[config.mk]
export PLATFORM = sky130hd
export DESIGN_NAME = fetch_stage_queued_flat
export DESIGN_NICKNAME = d
export VERILOG_FILES = /design/src/rtl/fetch_stage_queued_pkg.sv /design/src/rtl/fetch_stage_queued_if.sv /design/src/rtl/fetch_stage_queued_queue.sv /design/src/rtl/fetch_stage_queued.sv /design/src/flat_wrapper.sv
export SDC_FILE = /design/constraint.sdc
export NUM_CORES = 1
export LEC_CHECK = 0
export CELL_PAD_IN_SITES_DETAIL_PLACEMENT = 2
export CELL_PAD_IN_SITES_GLOBAL_PLACEMENT = 2
export CORE_ASPECT_RATIO = 0.75
export CORE_MARGIN = 4
export CORE_UTILIZATION = 44
export CTS_BUF_LIST = sky130_fd_sc_hd__clkbuf_2 sky130_fd_sc_hd__clkbuf_4 sky130_fd_sc_hd__clkbuf_8
export CTS_CLUSTER_DIAMETER = 30
export DETAILED_ROUTE_END_ITERATION = 8
export GPL_ROUTABILITY_DRIVEN = 0
export PLACE_DENSITY_LB_ADDON = 0.1
export SYNTH_ARGS = -nofsm -noshare
export SYNTH_HDL_FRONTEND = slang
export SYNTH_SLANG_ARGS = --single-unit
[constraint.sdc]
create_clock -name clk -period 5.83 [get_ports clk]
set_input_delay 0.8745 -clock clk [delete_from_list [all_inputs] [get_ports clk]]
set_output_delay 0.8745 -clock clk [all_outputs]
set_load 0.02 [all_outputs]
[src/rtl/fetch_stage_queued_pkg.sv]
// Shared fetch/decode types and constants.
// XLEN, the fetch NOP and the {pc, instr} queue entry.
package riscv_pkg;

    localparam int XLEN = 32;

    localparam logic [31:0] NOP_INSTR = 32'h0000_0013;

    typedef struct packed {
        logic [XLEN-1:0] pc;
        logic [31:0]     instr;
    } fetch_entry_t;

endpackage

[src/rtl/fetch_stage_queued_if.sv]
// Fetch-to-decode handshake bundle.
// The fetch side drives the head entry; decode drives ready.
interface fetch_stage_queued_if
    import riscv_pkg::*;
();

    logic            dec_valid_o;
    logic            dec_ready_i;
    logic [31:0]     instr_d_o;
    logic [XLEN-1:0] pc_d_o;

    modport master (
        output dec_valid_o,
        output instr_d_o,
        output pc_d_o,
        input  dec_ready_i
    );

    modport slave (
        input  dec_valid_o,
        input  instr_d_o,
        input  pc_d_o,
        output dec_ready_i
    );

endinterface

[src/rtl/fetch_stage_queued_queue.sv]
// Synchronous FIFO with push/pop/flush and occupancy count.
// DEPTH must be a power of two so pointers wrap naturally.
module fetch_queue #(
    parameter int WIDTH = 64,
    parameter int DEPTH = 4,
    localparam int AW = $clog2(DEPTH),
    localparam int CW = $clog2(DEPTH + 1)
) (
    input  logic             clk,
    input  logic             rst,
    input  logic             push_i,
    input  logic             pop_i,
    input  logic             flush_i,
    input  logic [WIDTH-1:0] wdata_i,
    output logic [WIDTH-1:0] rdata_o,
    output logic [CW-1:0]    count_o,
    output logic             empty_o,
    output logic             full_o
);

    logic [WIDTH-1:0] mem_q [DEPTH];
    logic [AW-1:0]    wr_q, wr_d;
    logic [AW-1:0]    rd_q, rd_d;
    logic [CW-1:0]    cnt_q, cnt_d;
    logic             do_push;
    logic             do_pop;

    assign empty_o = (cnt_q == '0);
    assign full_o  = (cnt_q == CW'(DEPTH));
    assign count_o = cnt_q;
    assign rdata_o = mem_q[rd_q];

    assign do_pop  = pop_i & ~empty_o;
    assign do_push = push_i & (~full_o | do_pop);

    always_comb begin
        wr_d  = wr_q;
        rd_d  = rd_q;
        cnt_d = cnt_q;
        if (flush_i) begin
            wr_d  = '0;
            rd_d  = '0;
            cnt_d = '0;
        end else begin
            if (do_push) wr_d = wr_q + AW'(1);
            if (do_pop)  rd_d = rd_q + AW'(1);
            unique case ({do_push, do_pop})
                2'b10:   cnt_d = cnt_q + CW'(1);
                2'b01:   cnt_d = cnt_q - CW'(1);
                default: cnt_d = cnt_q;
            endcase
        end
    end

    always_ff @(posedge clk) begin
        if (rst) begin
            wr_q  <= '0;
            rd_q  <= '0;
            cnt_q <= '0;
        end else begin
            wr_q  <= wr_d;
            rd_q  <= rd_d;
            cnt_q <= cnt_d;
        end
    end

    // Storage needs no reset: occupancy gates every read.
    always_ff @(posedge clk) begin
        if (!rst && !flush_i && do_push) begin
            mem_q[wr_q] <= wdata_i;
        end
    end

endmodule

[src/rtl/fetch_stage_queued.sv]
// IF stage: PC register, next-PC mux and prefetch queue
// feeding decode over a valid/ready handshake.
module fetch_stage_queued
    import riscv_pkg::*;
#(
    parameter int              DEPTH    = 4,
    parameter logic [XLEN-1:0] RESET_PC = '0,
    parameter logic [31:0]     NOP      = NOP_INSTR,
    localparam int CW = $clog2(DEPTH + 1)
) (
    input  logic                  clk,
    input  logic                  rst,
    input  logic                  redirect_i,
    input  logic [XLEN-1:0]       redirect_pc_i,
    output logic [XLEN-1:0]       imem_addr_o,
    input  logic [31:0]           imem_rdata_i,
    output logic [CW-1:0]         fq_count_o,
    fetch_stage_queued_if.master  dec
);

    logic [XLEN-1:0] pc_q, pc_d;
    fetch_entry_t    wr_ent;
    fetch_entry_t    hd_ent;
    logic            empty;
    logic            full;
    logic            pop;
    logic            push;

    assign pop  = dec.dec_valid_o & dec.dec_ready_i;
    assign push = ~redirect_i & (~full | pop);

    assign wr_ent.pc    = pc_q;
    assign wr_ent.instr = imem_rdata_i;

    always_comb begin
        pc_d = pc_q;
        unique case (1'b1)
            redirect_i: pc_d = redirect_pc_i & ~XLEN'(3);
            push:       pc_d = pc_q + XLEN'(4);
            default:    pc_d = pc_q;
        endcase
    end

    always_ff @(posedge clk) begin
        if (rst) pc_q <= RESET_PC;
        else     pc_q <= pc_d;
    end

    fetch_queue #(
        .WIDTH ($bits(fetch_entry_t)),
        .DEPTH (DEPTH)
    ) u_fq (
        .clk     (clk),
        .rst     (rst),
        .push_i  (push),
        .pop_i   (pop),
        .flush_i (redirect_i),
        .wdata_i (wr_ent),
        .rdata_o (hd_ent),
        .count_o (fq_count_o),
        .empty_o (empty),
        .full_o  (full)
    );

    assign imem_addr_o     = pc_q;
    assign dec.dec_valid_o = ~empty;
    assign dec.instr_d_o   = empty ? NOP : hd_ent.instr;
    assign dec.pc_d_o      = empty ? '0 : hd_ent.pc;

endmodule

[src/flat_wrapper.sv]
// flat-port wrapper written by rule: the top's interface ports become plain ports
module fetch_stage_queued_flat import riscv_pkg::*;
#(
    parameter int              DEPTH    = 4,
    parameter logic [XLEN-1:0] RESET_PC = '0,
    parameter logic [31:0]     NOP      = NOP_INSTR,
    localparam int CW = $clog2(DEPTH + 1)
)
  (clk, rst, redirect_i, redirect_pc_i, imem_addr_o, imem_rdata_i, fq_count_o, dec_dec_valid_o, dec_instr_d_o, dec_pc_d_o, dec_dec_ready_i);
  fetch_stage_queued_if dec_i ();
  input  logic clk;
  input  logic rst;
  input  logic redirect_i;
  input  logic [XLEN-1:0] redirect_pc_i;
  output logic [XLEN-1:0] imem_addr_o;
  input  logic [31:0] imem_rdata_i;
  output logic [CW-1:0] fq_count_o;
  output wire logic [$bits(dec_i.dec_valid_o)-1:0] dec_dec_valid_o;
  output wire logic [$bits(dec_i.instr_d_o)-1:0] dec_instr_d_o;
  output wire logic [$bits(dec_i.pc_d_o)-1:0] dec_pc_d_o;
  input wire logic [$bits(dec_i.dec_ready_i)-1:0] dec_dec_ready_i;
  assign dec_dec_valid_o = dec_i.dec_valid_o;
  assign dec_instr_d_o = dec_i.instr_d_o;
  assign dec_pc_d_o = dec_i.pc_d_o;
  assign dec_i.dec_ready_i = dec_dec_ready_i;
  fetch_stage_queued #(.DEPTH(DEPTH), .RESET_PC(RESET_PC), .NOP(NOP)) u_core (.clk(clk), .rst(rst), .redirect_i(redirect_i), .redirect_pc_i(redirect_pc_i), .imem_addr_o(imem_addr_o), .imem_rdata_i(imem_rdata_i), .fq_count_o(fq_count_o), .dec(dec_i));
endmodule
Word level (Yosys, flattened, before mapping)
Memory sizes are Yosys's and may differ from the RTL's. A register that Yosys moved wholly into a read port is not among the register bits.
Cells that the tools add are included.
Word-level totals
  register bits after elaboration: 39
  RAM bits: 256
  input port bits: 68
  logic and storage cells: 38
  memories: 1
Operators by class
  add/sub/neg operators: 5
  eq/ne operators: 3
  mux-type cells: 8
  bitwise operators: 9
  reduce and logical (&&, ||, !) cells: 8
Memories
  u_core.u_fq.mem_q: depth 4, bits a word 64, read ports 1, clocked after memory_dff 1, write ports 1, line fetch_stage_queued_queue.sv:21  | logic [WIDTH-1:0] mem_q [DEPTH];
Operator list (number)
  $mux W32: 2
  $pmux W32 S2: 1
  $add A32 B3 Y32 const B: 1
  $pmux W3 S2: 1
  $add A2 B1 Y2 const B: 2
  $and A1 B1 Y1: 4
  $mux W2: 2
  $reduce_bool A2 Y1: 2
  $add A3 B1 Y3 const B: 1
  $eq A3 B3 Y1 const B: 1
  $logic_not A3 Y1: 1
  $not A1 Y1: 3
  $sub A3 B1 Y3 const B: 1
  $eq A2 B1 Y1 const B: 1
  $eq A2 B2 Y1 const B: 1
  $logic_and A1 B1 Y1: 2
  $logic_not A1 Y1: 2
  $mux W1: 2
  $or A1 B1 Y1: 2
  $reduce_or A2 Y1: 1

Logic depth before layout (Yosys ltp)
  depth in word-level cells: 9
  gate-level depth with buffers: 11
  mapped depth without buffers: 9

Hierarchy
From an unflattened synthesis, not the netlist that was laid out.
Unflattened totals
  cell total of the unflattened synthesis: 721
  area, all modules: 12226.7 um2
By module, submodules not included
  fetch_queue: instances 1, cells each 402, area each 9780.6 um2
  fetch_stage_queued: instances 1, cells each 319, area each 2446.1 um2

Least setup slack after synthesis
No wires, ideal clock.
  path kind: input to register
  from: in dec_dec_ready_i
  to: mem u_core.u_fq.mem_q[0][0] (enable)
  library setup time: 427 ps
  arrival: 2984 ps
  required time: 5403 ps
  slack: 2419 ps
  stages: 4
  buffers on the path: 2
  cells stage by stage: or4b_1 -> clkbuf_1 -> clkbuf_1 -> and3_1
Between the ends
  longest elaborated chain between the ends: 7
RTL lines
  start: declaration: line flat_wrapper.sv:21  | input wire logic [$bits(dec_i.dec_ready_i)-1:0] dec_dec_ready_i;
  $and A1 B1 Y1 *: line fetch_stage_queued.sv:29  | assign pop = dec.dec_valid_o & dec.dec_ready_i;
  $or A1 B1 Y1 or $and A1 B1 Y1 (tied branches): line fetch_stage_queued.sv:30, fetch_stage_queued_queue.sv:33
  $and A1 B1 Y1 or $or A1 B1 Y1 (tied branches): line fetch_stage_queued.sv:30, fetch_stage_queued_queue.sv:34
  $and A1 B1 Y1 *: line fetch_stage_queued_queue.sv:34  | assign do_push = push_i & (~full_o | do_pop);
  $logic_and A1 B1 Y1 *: line fetch_stage_queued_queue.sv:69  | if (!rst && !flush_i && do_push) begin
  $mux W1 *: line fetch_stage_queued_queue.sv:69
  $mux W1 (not written as such) *: line fetch_stage_queued_queue.sv:70  | mem_q[wr_q] <= wdata_i;
  end: declaration: line fetch_stage_queued_queue.sv:21
Mark *: on every way between the ends. The rest lies on a longest branch, timed or not.

Final worst setup path
  from: reg u_core.u_fq.cnt_q[0], in the netlist u_core.u_fq.count_o[0]
  to: out dec_pc_d_o[13]
Between the ends
  longest elaborated chain between the ends: 2
RTL lines
  start: declaration: line fetch_stage_queued_queue.sv:24  | logic [CW-1:0] cnt_q, cnt_d;
  start signal: assignment: line fetch_stage_queued_queue.sv:63  | cnt_q <= cnt_d;
  $logic_not A3 Y1: line fetch_stage_queued_queue.sv:28  | assign empty_o = (cnt_q == '0);
  $mux W32: line fetch_stage_queued.sv:68  | assign dec.pc_d_o = empty ? '0 : hd_ent.pc;
  end: declaration: line flat_wrapper.sv:20  | output wire logic [$bits(dec_i.pc_d_o)-1:0] dec_pc_d_o;
Every way passes these cells.

==> impl_metrics.py <==
metrics = {
    "global_route": {
        "antenna_found_initial": 0,
        "overflow": 0,
        "grt_max_degree": 63,
        "grt_usage_pct": 24.4,
        "grt_pass1_vias": 8001,
        "grt_pass1_wl_mm": 53.6,
    },
    "power_and_ir_drop": {
        "p_sw_share_pct": 24.0,
        "power.internal_uw": 3780,
        "vdd_drop_max_v": 0.000429,
        "p_per_area_mw_per_mm2": 335,
        "clkPwrFrac_pct": 45.1,
        "comb_power_share_pct": 7.6,
        "power.switching_uw": 1200,
        "static-leakage-power_uw": 0.00477,
        "p_seq_share_pct": 47.3,
    },
    "setup_path": {
        "arrival_ps": 3320,
        "r2r_cells": 9,
        "r2r-end": "u_core.u_fq.count_o[2]",
        "timing.setup.critical_path_class": "flop to primary output",
        "crit_path_end_kind": "primary output",
        "start_kind": "flop",
        "worstPathRequired_ps": 4960,
        "reg2reg_from": "u_core.u_fq.count_o[0]",
        "rrSetupSlack_ps": 2400,
        "cp_max_fo": 62,
    },
    "route": {
        "wire_per_inst_um": 28.6,
        "dr_total_vias": 7242,
        "drt_wl_total_mm": 35.8,
        "ant_nets": 0,
        "drc": 0,
        "via_per_inst": 5.78,
        "detail_route.iter0.violations": 523,
        "first_pass_iters": 5,
    },
    "die": {
        "floorplan.die_area_sq_mm": 0.0293,
        "start_util_pct": 44.9,
        "ios": 168,
        "die_height_um": 149,
        "die_w_um": 196,
        "num_rows": 51,
        "coreArea_sq_mm": 0.0261,
    },
    "cts": {
        "clk_pin_slew_ps": 60,
        "root_buffer": "clkbuf_8",
        "cts_tree": "yes",
        "cts_buffers": 52,
        "clock_sinks": 287,
        "post_cts_buffers": 0,
        "htreeDepth": 2,
        "clkLatencyLatePin_ps": 590,
        "hold_buffers": 0,
        "cts_resized": 0,
        "clock_path_buffers": 3,
    },
    "sta": {
        "rsz0062_at_grt": "no",
        "setup_viol": 0,
        "clock_skew_ps": 29.1,
        "hold_viol_final": 0,
        "fmax_mhz": 238,
        "period_share_pct": 72.0,
        "holdWs_ps": 525,
        "period_needed_ps": 4200,
        "tightest_slew_ps": 1110,
        "slew_headroom_pct": 25.7,
        "finalSetupTns_ps": 0,
        "final.setup.worst_slack_ps": 1630,
        "drv_slew": 0,
    },
    "layout": {
        "instances_no_fill": 1254,
        "drive_gt1_share_pct": 20.3,
        "design_area_sq_mm": 0.0149,
        "nNetsFinal": 943,
        "antenna_cells": 0,
        "syn_to_final_growth_pct": 26.9,
    },
    "synth": {
        "synth_edf_count": 248,
        "syn_inst": 690,
        "synth_flop_cell": "edfxtp_1",
        "syn_area_per_cell_sq_um": 17.0,
        "synth_seq_cells": 287,
        "yosysWarningCount": 0,
        "synthesis.area_sq_mm": 0.0117,
        "async_reset_ff_share_pct": 0,
        "synth_seq_area_share_pct": 70.3,
        "ys_types": 56,
    },
    "status": {
        "status": "completed",
    },
    "job": {
        "max_cap_viol_count": 0,
    },
    "place": {
        "placedCellCount": 1158,
        "dp_hpwl_mm": 20.6,
        "place_ws_ps": 1980,
        "io_buffers": 161,
        "place_area_sq_mm": 0.0136,
    },
    "hold_path": {
        "hold-path-endpoint": "u_core.u_fq.wr_q[1]",
        "hold_start": "u_core.u_fq.wr_q[1]",
        "hold_path_class": "flop to flop",
        "hold-path-cell-count": 2,
    },
}
-- synth_stat cells (7+ instances only) --
library cell,count,area share [%]
buf_2,8,0.34
nand3_1,13,0.56
nor3_1,9,0.38
clkbuf_1,33,1.1
nand4_1,12,0.64
nor2_1,32,1.0
and3_1,9,0.48
xor2_1,7,0.52
a211oi_1,8,0.51
dfxtp_1,39,6.7
nand2_1,23,0.74
a311oi_1,8,0.60
nor4_1,13,0.69
or4_1,7,0.45
o31ai_1,10,0.64
edfxtp_1,248,64
a21oi_1,7,0.30
and2_1,63,3.4
inv_1,11,0.35
mux4_2,62,12
-- power groups by stage --
stage | Sequential, uW | Clock (uW) | Combinational [uW]
5_1_grt | 2360 | 2400 | 400
3_5_place_dp | 2400 | 0 | 374
4_1_cts | 2350 | 2290 | 383
6_report | 2350 | 2250 | 377
3_3_place_gp | 2380 | 0 | 357
2_1_floorplan | 2390 | 0 | 166
-- final cells by class --
type	count	area, sq um
clock inverters	27	333
inverters	11	41.3
flip-flops and latches	287	8240
repair buffers	167	1660
fillers	2237	11200
well taps	344	430
clock buffers	69	887
multi-input cells	349	3280
-- cell families after synthesis --
kind of cell	share of synthesized area [%]
AND/OR/NAND/NOR	10.3
buffers and inverters	2.04
AO/OA/AOI/OAI	3.61
adder cells (fa/ha/maj)	0.812
XOR/XNOR	0.972
other	0.0320
flip-flops	70.3
multiplexers	11.9
-- cell usage in the layout (no fill, tap or decap), drive strengths merged, types with 6 or more instances in the layout --
| master | Yosys | routed |
|---|---|---|
| mux4 | 62 | 62 |
| nor2 | 32 | 32 |
| edfxtp | 248 | 248 |
| bufinv | 0 | 7 |
| clkinv | 0 | 13 |
| or2 | 6 | 6 |
| clkinvlp | 0 | 7 |
| nor3 | 9 | 9 |
| o31ai | 10 | 10 |
| clkdlybuf4s50 | 0 | 161 |
| buf | 13 | 6 |
| and3 | 10 | 10 |
| nand3 | 14 | 14 |
| xor2 | 7 | 7 |
| a211oi | 8 | 8 |
| a311oi | 8 | 8 |
| xnor2 | 6 | 6 |
| dfxtp | 39 | 39 |
| nand2 | 23 | 23 |
| nand4 | 14 | 14 |
| inv | 11 | 11 |
| ha | 6 | 6 |
| clkbuf | 33 | 69 |
| and2 | 63 | 63 |
| a21oi | 7 | 7 |
| or4 | 7 | 7 |
| nor4 | 13 | 13 |
-- routing by layer --
layer	vias up	share of wire, %	track usage, %
li1	3112	-	-
met1	3836	43	32.5
met2	227	50	41.1
met3	67	5.4	5.35
met4	0	2.0	5.93
met5	-	0	0
-- sequential cells by signal (all words and copies together), names as in the netlist, named ones only --
register	cells
u_core.u_fq.mem_q	248
u_core.imem_addr_o	30
u_core.u_fq.count_o	3
u_core.u_fq.rd_q	2
u_core.u_fq.wr_q	2
-- worst max-delay path, cell delays in order (launching register included) --
cell and delay [ps]:
dfxtp_1 390, nor3_1 700, inv_2 680, and2_1 370, clkdlybuf4s50_1 600
-- per-stage QoR --
| step | power (uW) | util (%) |
|---|---|---|
| 2_1_floorplan | 2550 | - |
| 3_3_place_gp | 2740 | 52.3 |
| 3_5_place_dp | 2770 | 52.3 |
| 4_1_cts | 5020 | 57.0 |
| 5_1_grt | 5160 | 57.0 |
| 6_report | 4980 | 57.0 |
-- worst max-delay path by stage --
stage / startpoint / endpoint / slack [ps] / cells past startpoint
after global routing: u_core.u_fq.count_o[0] / dec_pc_d_o[13] / 1380 / 4
after floorplan: dec_dec_ready_i / u_core.u_fq.mem_q[0][0] / 2420 / 4
after detailed placement: dec_dec_ready_i / u_core.u_fq.count_o[2] / 1980 / 9
final: u_core.u_fq.count_o[0] / dec_pc_d_o[13] / 1630 / 4
after global placement: dec_dec_ready_i / u_core.u_fq.count_o[2] / 2220 / 9
after CTS: u_core.u_fq.count_o[0] / dec_pc_d_o[13] / 1590 / 4
Note: power is estimated with default switching activity, not from simulation.
